==> src/rtl/led_pkg.sv <==
// Shared definitions for the LED mode scheduler: FSM state encoding,
// default timing constants and width helpers.
package led_pkg;

    typedef enum logic {
        ST_RUN   = 1'b0,
        ST_BLANK = 1'b1
    } led_state_e;

    localparam int DEF_N_MODES      = 4;
    localparam int DEF_DEBOUNCE_CYC = 6;
    localparam int DEF_BLANK_CYC    = 30;
    localparam int DEF_DWELL_CYC    = 3000;

    // Width of a mode index; never collapses to zero bits.
    function automatic int mode_w(input int n_modes);
        return (n_modes <= 2) ? 1 : $clog2(n_modes);
    endfunction

    // Width of a counter that must be able to hold the value max_val.
    function automatic int cnt_w(input int max_val);
        return (max_val < 1) ? 1 : $clog2(max_val + 1);
    endfunction

endpackage

==> src/rtl/btn_debounce.sv <==
// Raw button conditioning: 2-FF synchronizer, level debouncer and a
// one-cycle press pulse on each accepted 0->1 change.
module btn_debounce
    import led_pkg::*;
#(
    parameter int DEBOUNCE_CYC = DEF_DEBOUNCE_CYC
) (
    input  logic clk,
    input  logic rst,
    input  logic btn_raw,
    output logic level,
    output logic press
);

    localparam int CW = cnt_w(DEBOUNCE_CYC);

    logic [1:0]    sync_q, sync_d;
    logic [CW-1:0] cnt_q, cnt_d;
    logic          lvl_q, lvl_d;
    logic          press_q, press_d;

    // Synchronizer shift and debounce counter next-state.
    always_comb begin
        sync_d  = {sync_q[0], btn_raw};
        cnt_d   = cnt_q;
        lvl_d   = lvl_q;
        press_d = 1'b0;
        if (sync_q[1] == lvl_q) begin
            // Any agreeing sample breaks the run of differing samples.
            cnt_d = '0;
        end else if (cnt_q == CW'(DEBOUNCE_CYC - 1)) begin
            cnt_d   = '0;
            lvl_d   = sync_q[1];
            press_d = sync_q[1];
        end else begin
            cnt_d = cnt_q + CW'(1);
        end
    end

    // State registers, cleared by the async reset.
    always_ff @(posedge clk or posedge rst) begin
        if (rst) begin
            sync_q  <= '0;
            cnt_q   <= '0;
            lvl_q   <= 1'b0;
            press_q <= 1'b0;
        end else begin
            sync_q  <= sync_d;
            cnt_q   <= cnt_d;
            lvl_q   <= lvl_d;
            press_q <= press_d;
        end
    end

    assign level = lvl_q;
    assign press = press_q;

endmodule

==> src/rtl/led_mode_scheduler.sv <==
// LED mode scheduler: picks which mode driver owns the board LED, steps
// through modes on debounced next/prev presses, blanks the LED for a
// while on each switch and holds unselected drivers in reset.
// Optional feature macro: LED_AUTO_CYCLE_EN adds a dwell timer that
// issues an internal 'next' after DWELL_CYC cycles in RUN.
module led_mode_scheduler
    import led_pkg::*;
#(
    parameter int N_MODES      = DEF_N_MODES,
    parameter int DEBOUNCE_CYC = DEF_DEBOUNCE_CYC,
    parameter int BLANK_CYC    = DEF_BLANK_CYC,
    parameter int DWELL_CYC    = DEF_DWELL_CYC,
    localparam int MW          = mode_w(N_MODES)
) (
    input  logic               clk,
    input  logic               rst,
    input  logic               btn_next,
    input  logic               btn_prev,
    input  logic [N_MODES-1:0] mode_led_in,
    output logic               led_out,
    output logic [MW-1:0]      mode_sel,
    output logic [N_MODES-1:0] mode_rst,
    output logic               busy
);

    localparam int          BW       = cnt_w(BLANK_CYC);
    localparam logic [MW-1:0] LAST_MODE = MW'(N_MODES - 1);

    led_state_e    state_q, state_d;
    logic [BW-1:0] blank_cnt_q, blank_cnt_d;
    logic [MW-1:0] mode_sel_q, mode_sel_d;
    logic          led_q, led_d;

    logic          next_lvl, prev_lvl;
    logic          next_p, prev_p;
    logic          btn_ev;
    logic          dwell_ev;
    logic          ev;
    logic          go_next;
    logic [MW-1:0] mode_inc, mode_dec;

    btn_debounce #(.DEBOUNCE_CYC(DEBOUNCE_CYC)) u_next (
        .clk     (clk),
        .rst     (rst),
        .btn_raw (btn_next),
        .level   (next_lvl),
        .press   (next_p)
    );

    btn_debounce #(.DEBOUNCE_CYC(DEBOUNCE_CYC)) u_prev (
        .clk     (clk),
        .rst     (rst),
        .btn_raw (btn_prev),
        .level   (prev_lvl),
        .press   (prev_p)
    );

`ifdef LED_AUTO_CYCLE_EN
    localparam int DW = cnt_w(DWELL_CYC);

    logic [DW-1:0] dwell_cnt_q, dwell_cnt_d;

    // Dwell timer: counts RUN cycles, clears on every switch and in BLANK.
    always_comb begin
        dwell_ev    = (state_q == ST_RUN) && (dwell_cnt_q == DW'(DWELL_CYC - 1));
        dwell_cnt_d = '0;
        if (state_q == ST_RUN && !ev && !dwell_ev)
            dwell_cnt_d = dwell_cnt_q + DW'(1);
    end

    // Dwell counter register.
    always_ff @(posedge clk or posedge rst) begin
        if (rst) dwell_cnt_q <= '0;
        else     dwell_cnt_q <= dwell_cnt_d;
    end
`else
    assign dwell_ev = 1'b0;
`endif

    // Event resolution. Simultaneous next+prev cancel; any button pulse
    // suppresses a coincident dwell event so the user always wins.
    always_comb begin
        btn_ev   = next_p ^ prev_p;
        ev       = btn_ev | (dwell_ev & ~next_p & ~prev_p);
        go_next  = btn_ev ? next_p : 1'b1;
        mode_inc = (mode_sel_q == LAST_MODE) ? '0 : mode_sel_q + MW'(1);
        mode_dec = (mode_sel_q == '0) ? LAST_MODE : mode_sel_q - MW'(1);
    end

    // FSM next-state: RUN forwards the selected LED, BLANK holds it dark.
    always_comb begin
        state_d     = state_q;
        blank_cnt_d = blank_cnt_q;
        mode_sel_d  = mode_sel_q;
        led_d       = 1'b0;
        case (state_q)
            ST_RUN: begin
                led_d = mode_led_in[mode_sel_q];
                if (ev) begin
                    state_d     = ST_BLANK;
                    mode_sel_d  = go_next ? mode_inc : mode_dec;
                    blank_cnt_d = '0;
                    led_d       = 1'b0;
                end
            end
            ST_BLANK: begin
                // Events seen here are dropped, not queued.
                if (blank_cnt_q == BW'(BLANK_CYC - 1)) begin
                    state_d     = ST_RUN;
                    blank_cnt_d = '0;
                end else begin
                    blank_cnt_d = blank_cnt_q + BW'(1);
                end
            end
            default: begin
                state_d     = ST_BLANK;
                blank_cnt_d = '0;
            end
        endcase
    end

    // FSM and output registers; reset restarts a blank at mode 0.
    always_ff @(posedge clk or posedge rst) begin
        if (rst) begin
            state_q     <= ST_BLANK;
            blank_cnt_q <= '0;
            mode_sel_q  <= '0;
            led_q       <= 1'b0;
        end else begin
            state_q     <= state_d;
            blank_cnt_q <= blank_cnt_d;
            mode_sel_q  <= mode_sel_d;
            led_q       <= led_d;
        end
    end

    // Driver resets: only the selected driver runs, and only in RUN.
    always_comb begin
        mode_rst = '1;
        if (state_q == ST_RUN) begin
            for (int i = 0; i < N_MODES; i++)
                mode_rst[i] = (mode_sel_q != MW'(i));
        end
    end

    assign led_out  = led_q;
    assign mode_sel = mode_sel_q;
    assign busy     = (state_q == ST_BLANK);

endmodule

==> config.mk <==
export PLATFORM = sky130hd
export DESIGN_NAME = led_mode_scheduler
export DESIGN_NICKNAME = d
export VERILOG_FILES = /design/src/rtl/led_pkg.sv /design/src/rtl/btn_debounce.sv /design/src/rtl/led_mode_scheduler.sv
export SDC_FILE = /design/constraint.sdc
export NUM_CORES = 1
export LEC_CHECK = 0
export ABC_AREA = 1
export CORE_UTILIZATION = 47
export DETAILED_ROUTE_END_ITERATION = 7
export PLACE_DENSITY_LB_ADDON = 0.2
export SYNTH_ARGS = -nofsm -noshare
export SYNTH_HDL_FRONTEND = slang
export SYNTH_SLANG_ARGS = --single-unit
==> constraint.sdc <==
create_clock -name clk -period 1.19 [get_ports clk]
set_input_delay 0.357 -clock clk [delete_from_list [all_inputs] [get_ports clk]]
set_output_delay 0.357 -clock clk [all_outputs]
set_load 0.1 [all_outputs]
# Yosys cells after proc, flatten, opt, wreduce, memory -nomap -nowiden
# Cells that the tools add are included.
dict set report totals {
  out_inout_bits 8
  regBits 23
  word_cells 60
}
dict set report classes {
  n_addsub 5
  order_cmp 1
  n_reduce_logical 5
  n_mux 23
  bitwise 4
  eq_ne 10
}
# op count
set ops {}
lappend ops {{$mux 3} 4}
lappend ops {{$mux 1} 10}
lappend ops {{$mux 5} 2}
lappend ops {{$pmux 5 s2} 1}
lappend ops {{$add 3x1->3 const B} 2}
lappend ops {{$eq 3x3->1 const B} 2}
lappend ops {{$mux 2} 3}
lappend ops {{$ne 2x2->1 const B} 3}
lappend ops {{$reduce_and 2->1} 3}
lappend ops {{$add 5x1->5 const B} 1}
lappend ops {{$eq 5x5->1 const B} 1}
lappend ops {{$mux 4} 1}
lappend ops {{$lt 2x3->1 const B} 1}
lappend ops {{$not 1->1} 3}
lappend ops {{$add 2x1->2 const B} 1}
lappend ops {{$bmux 1 s2} 1}
lappend ops {{$eq 1x1->1} 2}
lappend ops {{$eq 2x2->1 const B} 1}
lappend ops {{$logic_not 2->1} 1}
lappend ops {{$ne 2x1->1 const B} 1}
lappend ops {{$pmux 1 s2} 1}
lappend ops {{$reduce_bool 2->1} 1}
lappend ops {{$sub 2x1->2 const B} 1}
lappend ops {{$xor 1x1->1} 1}

# Depth between registers and ports, before layout
# Gate-level depths: netlist of run 1.
dict set report depth {
  word_depth 4
  ltp_mapped 7
}

# Cells and area by module
# Synthesis of run 1 repeated with hierarchy kept, for this count alone.
dict set report unflattened {
  cells_unflattened 134
  area_unflattened_um2 1106.1
}
# mod area_per_inst_um2 cells_each seq_area_each_um2 instances
set by_module_without_submodules {}
lappend by_module_without_submodules {led_mode_scheduler 585.6 78 226.5 1}
lappend by_module_without_submodules {btn_debounce 260.2 28 175.2 2}

# Worst setup path after synthesis of run 1
# OpenSTA, ideal clock, no wires.
dict set report synth_path {
  path_kind {register to output}
  start {register mode_sel_q[0] (netlist: mode_sel[0])}
  end {output mode_rst[0]}
  setup_slack_ps -1320
  t_required_ps 833
  path_stages_with_launch 4
  t_arrival_ps 2153
  path_cell_list {dfrtp_1 > inv_1 > ha_1 > nand2_1}
}
dict set report synth_between {
  elab_chain_cells 2
}
# item line_no
set synth_lines {}
lappend synth_lines {{from (decl)} led_mode_scheduler.sv:31} ;# logic [MW-1:0] mode_sel_q, mode_sel_d;
lappend synth_lines {{from (signal assigned)} led_mode_scheduler.sv:132} ;# mode_sel_q <= mode_sel_d;
lappend synth_lines {{$reduce_bool 2->1} led_mode_scheduler.sv:142} ;# mode_rst[i] = (mode_sel_q != MW'(i));
lappend synth_lines {{$mux 4} led_mode_scheduler.sv:140} ;# if (state_q == ST_RUN) begin
lappend synth_lines {{to (decl)} led_mode_scheduler.sv:22} ;# output logic [N_MODES-1:0] mode_rst,
# No other way between the ends.

# Final worst setup path of run 1
dict set report layout_path {
  start {register state_q (netlist: busy)}
  end {output mode_rst[3]}
}
dict set report layout_between {
  elab_chain_cells 1
}
# item line_no
set layout_lines {}
lappend layout_lines {{from (decl)} led_mode_scheduler.sv:29} ;# led_state_e state_q, state_d;
lappend layout_lines {{from (signal assigned)} led_mode_scheduler.sv:130} ;# state_q <= state_d;
lappend layout_lines {{$mux 4} led_mode_scheduler.sv:140}
# No other way between the ends.

==> key figures, run 1 <==
Synthesis
  – Post-Synthesis Cells: 118
  – Mapped Area: 1074 µm²
  – Mean Syn Cell Area: 9.098 µm²
  – Synthesized-area fraction occupied by xor and xnor cells: 3.263%
  – Sequential cell area fraction in the yosys report: 53.73%
  – Library cells used by synthesis: 19
  – Mux share of post-synthesis cell area: 0%
  – Post-synthesis adder-cell area fraction: 8.159%
  – Synth Area in Compound Gates: 7.692%
  – Simple-Gate Fraction of Synth Area: 20.86%
  – Mapped Nets: 133
  – Seq cells post-synth: 23
  – Main combinational cell family by area after synthesis: simple AND/OR/NAND/NOR gates
  – Number of synthesis warnings: 0

Drt
  – DRC Markers: 0
  – DR pass1 iterations: 4
  – Routed len/inst: 12.37 µm
  – Vias post-DR: 882
  – Starting DRT DRC Count: 14
  – Vias per inst: 5.040
  – Overall routed net length: 2.164 mm
  – Final ANT Viol Nets: 0

Die
  – Ports: 16
  – Die X: 49.79 µm
  – Row cnt: 16
  – Core area: 2062 µm²
  – Effective utilization at floorplan: 52.06%
  – Die area: 2479 µm²
  – DIE HEIGHT: 49.79 µm

Global routing
  – Antenna violations before repair: 0
  – Vias in the first global route: 928
  – GRT overflow: 0
  – Largest net degree at the start of global routing: 24
  – First-pass GRT wire length: 3.767 mm
  – All-Layer GR Usage: 20.61%

Clock tree
  – CTS tree: yes
  – CTS root buffer: clkbuf_4
  – CTS Hold Bufs: 0
  – Clock buffer depth: 2
  – # H-tree levels: 1
  – Clock transition at the registers of the reported paths: 0.13 ns
  – Clock Latency Late Sink: 0.31 ns
  – CTS sink cnt: 23
  – CTS Buf Count: 3

Setup path
  – Crit. End Element: output port
  – Critical path class: flop to output port
  – Worst r2r dst: blank_cnt_q[2]
  – Max incr delay on CP: 0.63 ns
  – Reg2reg start: busy
  – Critical path fanouts, max: 5
  – CP required: 0.83 ns
  – Worst-case reg-to-reg path depth: 6
  – Worst Setup Start Kind: flop
  – Worst Path Buf+Inv: 2
  – Data arrival, critical path: 1.39 ns
  – Top Family by Delay on Critical Path: flip-flops
  – Crit path max-delay cell type: dfstp_4
  – Crit-path cells: inv_1 -> nand2_4 -> buf_12
  – Internal reg-to-reg setup slack: -0.21 ns

Placement
  – Gpl congestion: 0.8267
  – Dpl hpwl: 1.683 mm
  – DP Area: 1494 µm²
  – PortBufs: 15

Final layout
  – Post-route cell area: 1579 µm²
  – Layout cells sized above 1: 31.08%
  – Area Overhead vs Synth: 47.09%
  – Number of nets in the layout: 164
  – Fill cells: 130
  – Final core utilization: 76.58%
  – Most common cell after layout, fill and taps aside: nand2_1
  – Antenna cells: 0
  – Most frequent cells in the layout: nand2_1 (27), dfrtp_1 (19), inv_1 (12), nor2_1 (9), buf_12 (9)

Min path
  – Worst min path class: input pin to asynchronous set/reset pin

Power and ir drop
  – PnR Total Power: 4.208 mW
  – PwrDens: 2665 nW/µm²
  – Peak supply drop: 2073 µV
  – Pleak: 0.7621 nW

Status
  – Violated checks: negative setup slack
  – Outcome: complete, but fails checks

Timing
  – RSZ-0062 raised after global routing: yes
  – Fin Setup TNS: -4.402 ns
  – Least-Margin Pin Slew: 0.3690 ns
  – Max Fclk: 572.3 MHz
  – Final worst setup slack: -0.5572 ns
  – Minimum clock period: 1.747 ns
  – Clock skew after layout: 0.003463 ns
  – Slew HR: 75.23%
  – Final Hold Fails: 0
  – Setup-failing EPs final: 14
  – Slew Viols, Final: 0
  – Final period utilization: 146.8%

Job
  – Maxcap violations: 0
cell usage after synthesis:
| library cell | count | area (µm²) |
|---|---|---|
| a21oi_1 | 3 | 15.01 |
| buf_6 | 1 | 11.26 |
| dfrtp_1 | 22 | 550.5 |
| dfstp_2 | 1 | 26.28 |
| ha_1 | 7 | 87.58 |
| inv_1 | 14 | 52.55 |
| inv_2 | 1 | 3.750 |
| nand2_1 | 31 | 116.4 |
| nand2_4 | 1 | 11.26 |
| nand3_1 | 4 | 20.02 |
| nand4_1 | 2 | 12.51 |
| nor2_1 | 11 | 41.29 |
| nor2_2 | 2 | 12.51 |
| nor3_1 | 2 | 10.01 |
| o21ai_0 | 9 | 45.04 |
| o21ai_2 | 1 | 8.760 |
| o21bai_1 | 1 | 7.510 |
| o22ai_1 | 1 | 6.260 |
| xnor2_1 | 4 | 35.03 |
report_power, final:
part / leakage [nW] / internal, mW / switching, mW / total (mW)
logic: 0.455 / 1.03 / 1.48 / 2.51
registers: 0.290 / 1.06 / 0.279 / 1.34
clock network: 0.0177 / 0.126 / 0.233 / 0.358
total: 0.762 / 2.22 / 1.99 / 4.21
what timing repair did:
| action | 4_1_cts | 5_1_grt |
|---|---|---|
| pin swaps | 0 | 1 |
| setup buffers | 2 | 0 |
| setup endpoints to repair | 16 | 16 |
| cloned | 0 | 0 |
| resized for setup | 3 | 7 |
worst max-delay path by stage:
| stage | startpoint | to | slack, ns | depth (start not counted) |
|---|---|---|---|---|
| after detailed placement | busy | mode_rst[3] | -0.21 | 3 |
| after global routing | busy | mode_rst[3] | -0.62 | 3 |
| after CTS | busy | mode_rst[3] | -0.58 | 3 |
| after floorplan | busy | mode_rst[0] | -0.50 | 2 |
| after global placement | busy | mode_rst[3] | -0.20 | 3 |
| final | busy | mode_rst[3] | -0.56 | 3 |
kinds of logic (layout without fill, tap and decap cells):
family                     after synthesis  count (layout)
DFF                                     23              23
buffers and inverters                   16              46
AOI/OAI and AO/OA                       15              15
and+or+nand+nor                         53              53
adders and majority gates                7               7
xor gates and xnor gates                 4               4
final cells by class:
cell class              instances  area [µm²]  share of cell area [%]
flip-flops and latches         23       589.3                   37.32
clock inverters                 1       5.005                  0.3170
clock buffers                   3       22.52                   1.426
inverters                      15       61.31                   3.883
multi-input cells              79       523.0                   33.12
well taps                      27       33.78                   2.139
repair buffers                 27       344.1                   21.79
through the flow:
stage | cells | hold WS (ns) | worst slack [ns]
6_report | 175 | 0.3623 | -0.5572
5_1_grt | 175 | 0.3733 | -0.6186
4_1_cts | 175 | 0.3629 | -0.5779
3_5_place_dp | 170 | 0.3365 | -0.2126
3_3_place_gp | 170 | 0.3364 | -0.1957
2_1_floorplan | 118 | 0.3312 | -0.5004
flip-flops by register name (all words and copies together) (netlist names):
| signal | flops |
|---|---|
| blank_cnt_q | 5 |
| u_next.cnt_q | 3 |
| u_prev.cnt_q | 3 |
| mode_sel | 2 |
| u_next.sync_q | 2 |
| u_prev.sync_q | 2 |
| busy | 1 |
| led_out | 1 |
| u_next.level | 1 |
| u_next.press | 1 |
| u_prev.level | 1 |
| u_prev.press | 1 |
routing by layer:
layer	GRT usage [%]	routed length, µm	up-vias
met2	40.32	1165	23
met5	0	0	-
li1	-	-	432
met4	6.667	15	0
met3	4.630	108	2
met1	21.05	875	425
worst register-to-register path: cells and delay by family (launching register included):
kind / cells / cell delay (ns)
compound gates: 1 / 0.09
buf+inv: 3 / 0.43
flops: 1 / 0.63
simple gates: 2 / 0.15
No activity file was read; power rests on OpenSTA's default activity.
==> inputs of run 2 (changes only) <==
Settings changed: SYNTH_HIERARCHICAL from default to 1.
==> key figures, run 2 <==
Status
  – Outcome: complete, but fails checks
  – Violated checks: negative setup slack

Timing
  – Final worst setup slack: -0.4971 ns
  – Hold slack: 0.3062 ns
  – RSZ-0062 raised after global routing: yes
  – Fin Setup TNS: -3.552 ns
  – Minimum clock period: 1.687 ns
  – Slew Viols, Final: 0
  – Max Fclk: 592.7 MHz
  – Least-Margin Pin Slew: 0.3738 ns
  – Final period utilization: 141.8%
  – Setup-failing EPs final: 15
  – Final Hold Fails: 0
  – Slew HR: 75.05%
  – Clock skew after layout: 0.008155 ns

Final layout
  – Most common cell after layout, fill and taps aside: nand2_1
  – Max FFs per register: 5
  – Area Overhead vs Synth: 55.88%
  – Sequential Area: 589.3 µm²
  – Top reg by flops: blank_cnt_q
  – Layout cells sized above 1: 32.53%
  – Antenna cells: 0
  – Fill cells: 151
  – Area occupied by multi-input gates: 604.3 µm²
  – Largest registers: blank_cnt_q x5, u_next/cnt_q x3, u_prev/cnt_q x3
  – Most frequent cells in the layout: nand2_1 (35), inv_1 (19), dfrtp_1 (19), nor2_1 (10), buf_4 (9)
  – Number of nets in the layout: 182

Job
  – Maxcap violations: 0

Placement
  – Gpl congestion: 0.8186
  – Dpl hpwl: 1.730 mm
  – Setup WS pre-CTS: -0.1795 ns
  – PortBufs: 15

Setup path
  – Critical path depth: 4
  – Reg2reg start: mode_sel[1]
  – Critical path class: flop to output port
  – Data arrival, critical path: 1.33 ns
  – Worst Setup Start Kind: flop
  – CP required: 0.83 ns
  – Crit. End Element: output port
  – Worst Setup SP: mode_sel[0]
  – Top Family by Delay on Critical Path: flip-flops
  – Crit-path cells: inv_6 -> ha_4 -> nand2_8 -> buf_12
  – Worst-case reg-to-reg path depth: 6
  – Max incr delay on CP: 0.56 ns
  – Worst Path Buf+Inv: 2
  – Critical path fanouts, max: 5
  – Crit path max-delay cell type: dfrtp_4

Die
  – Die X: 50.51 µm
  – Effective utilization at floorplan: 50.00%
  – Die area: 2551 µm²
  – Ports: 16
  – Row cnt: 17
  – DIE HEIGHT: 50.51 µm
  – Core area: 2212 µm²

Clock tree
  – CTS tree: yes
  – CTS sink cnt: 23
  – Clock buffer depth: 2
  – CTS root buffer: clkbuf_4
  – CTS Hold Bufs: 0
  – Clock transition at the registers of the reported paths: 0.13 ns
  – CTS Buf Count: 3
  – # H-tree levels: 1
  – Clock Latency Late Sink: 0.30 ns

Power and ir drop
  – Pleak: 0.8091 nW
  – Switching share of total power: 47.94%
  – Clock group share of total power: 8.3%
  – Combinational group share of total power: 59.3%
  – Int Pwr: 2.240 mW
  – Net Sw Power: 2.063 mW
  – PwrDens: 2496 nW/µm²
  – Reg power frac: 32.4%
  – Peak supply drop: 1792 µV

Synthesis
  – Area contributors post-synth: dfrtp_1 (50%), nand2_1 (14%), ha_1 (7.9%), inv_1 (7.1%), nor2_1 (4.4%)
  – Mux share of post-synthesis cell area: 0%
  – Synthesized-area fraction occupied by xor and xnor cells: 1.584%
  – Top-count cell post-synth: nand2_1
  – Post-synth EDFFs: 0
  – Post-Synthesis Cells: 134
  – Post-synthesis adder-cell area fraction: 7.919%
  – Mapped Area: 1106 µm²
  – Seq cells post-synth: 23
  – Mean Syn Cell Area: 8.254 µm²
  – Post-synth ARST share: 100.0%
  – Primary FF master, synth: dfrtp_1
  – Library cell with the largest summed area after synthesis: dfrtp_1
  – Mapped Nets: 149
  – Synth top cells by count: nand2_1 (41), dfrtp_1 (22), inv_1 (21)
  – Sequential cell area fraction in the yosys report: 52.15%
  – Library cells used by synthesis: 17
  – Simple-Gate Fraction of Synth Area: 23.87%
  – Synth Area in Compound Gates: 5.882%
  – Top cell type's share of synthesized area: 49.77%
  – Number of synthesis warnings: 6
  – Main combinational cell family by area after synthesis: simple AND/OR/NAND/NOR gates

Global routing
  – Antenna violations before repair: 0
  – Largest net degree at the start of global routing: 13
  – GRT overflow: 0
  – Vias in the first global route: 953
  – First-pass GRT wire length: 4.140 mm
  – All-Layer GR Usage: 22.18%

Drt
  – DR pass1 iterations: 4
  – DRC Markers: 0
  – Final ANT Viol Nets: 0
  – Overall routed net length: 2.626 mm
  – Vias post-DR: 971
  – Vias per inst: 5.005
  – Starting DRT DRC Count: 25
  – Routed len/inst: 13.54 µm

Min path
  – Worst min path class: input pin to asynchronous set/reset pin
## run 2: cell type report
| cell class | count | share of cell area (%) |
|---|---|---|
| clock buffers | 4 | 1.524 |
| repair buffers | 29 | 20.54 |
| multi-input cells | 86 | 35.05 |
| inverters | 24 | 6.676 |
| flip-flops and latches | 23 | 34.18 |
| well taps | 28 | 2.032 |
## run 2: worst paths after layout
kind                                    end  slack [ns]
min in group clk           u_next/sync_q[1]        0.36
max reg2reg                     mode_sel[0]       -0.12
max in group asynchronous              busy        0.52
min reg2reg                u_next/sync_q[1]        0.36
max                             mode_rst[0]       -0.50
min                        u_prev/sync_q[0]        0.31
## run 2: cells by family (layout without fill, tap and decap cells)
| logic type | count (synthesis) | count (layout) |
|---|---|---|
| AOI/OAI and AO/OA | 12 | 12 |
| xor gates and xnor gates | 2 | 2 |
| adders and majority gates | 7 | 7 |
| buffers and inverters | 25 | 57 |
| DFF | 23 | 23 |
| and+or+nand+nor | 65 | 65 |
## run 2: power by group through the flow
stage | Combinational, mW | Clock [mW] | Sequential, mW
floorplan | 1.19 | 0 | 1.67
global placement | 2.17 | 0 | 1.35
detailed placement | 2.23 | 0 | 1.39
CTS | 2.40 | 0.358 | 1.38
global route | 2.72 | 0.397 | 1.43
finish | 2.55 | 0.358 | 1.40
## run 2: per-layer routing
metal  vias up  track usage (%)  wire length, µm
met4         0            12.04               48
met2        24            40.67             1443
met5         -                0                0
met1       464            24.60             1068
met3         6            2.727               66
li1        477                -                -
## run 2: stage by stage
stage	util (%)	cell area, µm²	power [mW]	std cells
after detailed placement	69.74	1543	3.613	183
after global placement	69.74	1543	3.523	183
after global routing	77.94	1724	4.546	194
after CTS	74.66	1652	4.138	191
after floorplan	-	1230	2.853	134
final	77.94	1724	4.303	194
## run 2: what timing repair did
item	4_1_cts	5_1_grt
setup buffers	4	4
cloned	0	0
setup endpoints to repair	14	16
gates resized for setup	11	12
pin swaps	3	7
endpoints found under the hold margin	0	0
## run 2: worst reg2reg max path, stage by stage, from the launching register on
cell and delay [ns]:
dfrtp_4 0.51, inv_4 0.07, ha_4 0.18, buf_4 0.13, buf_4 0.12, o21ai_2 0.11, o22ai_1 0.09
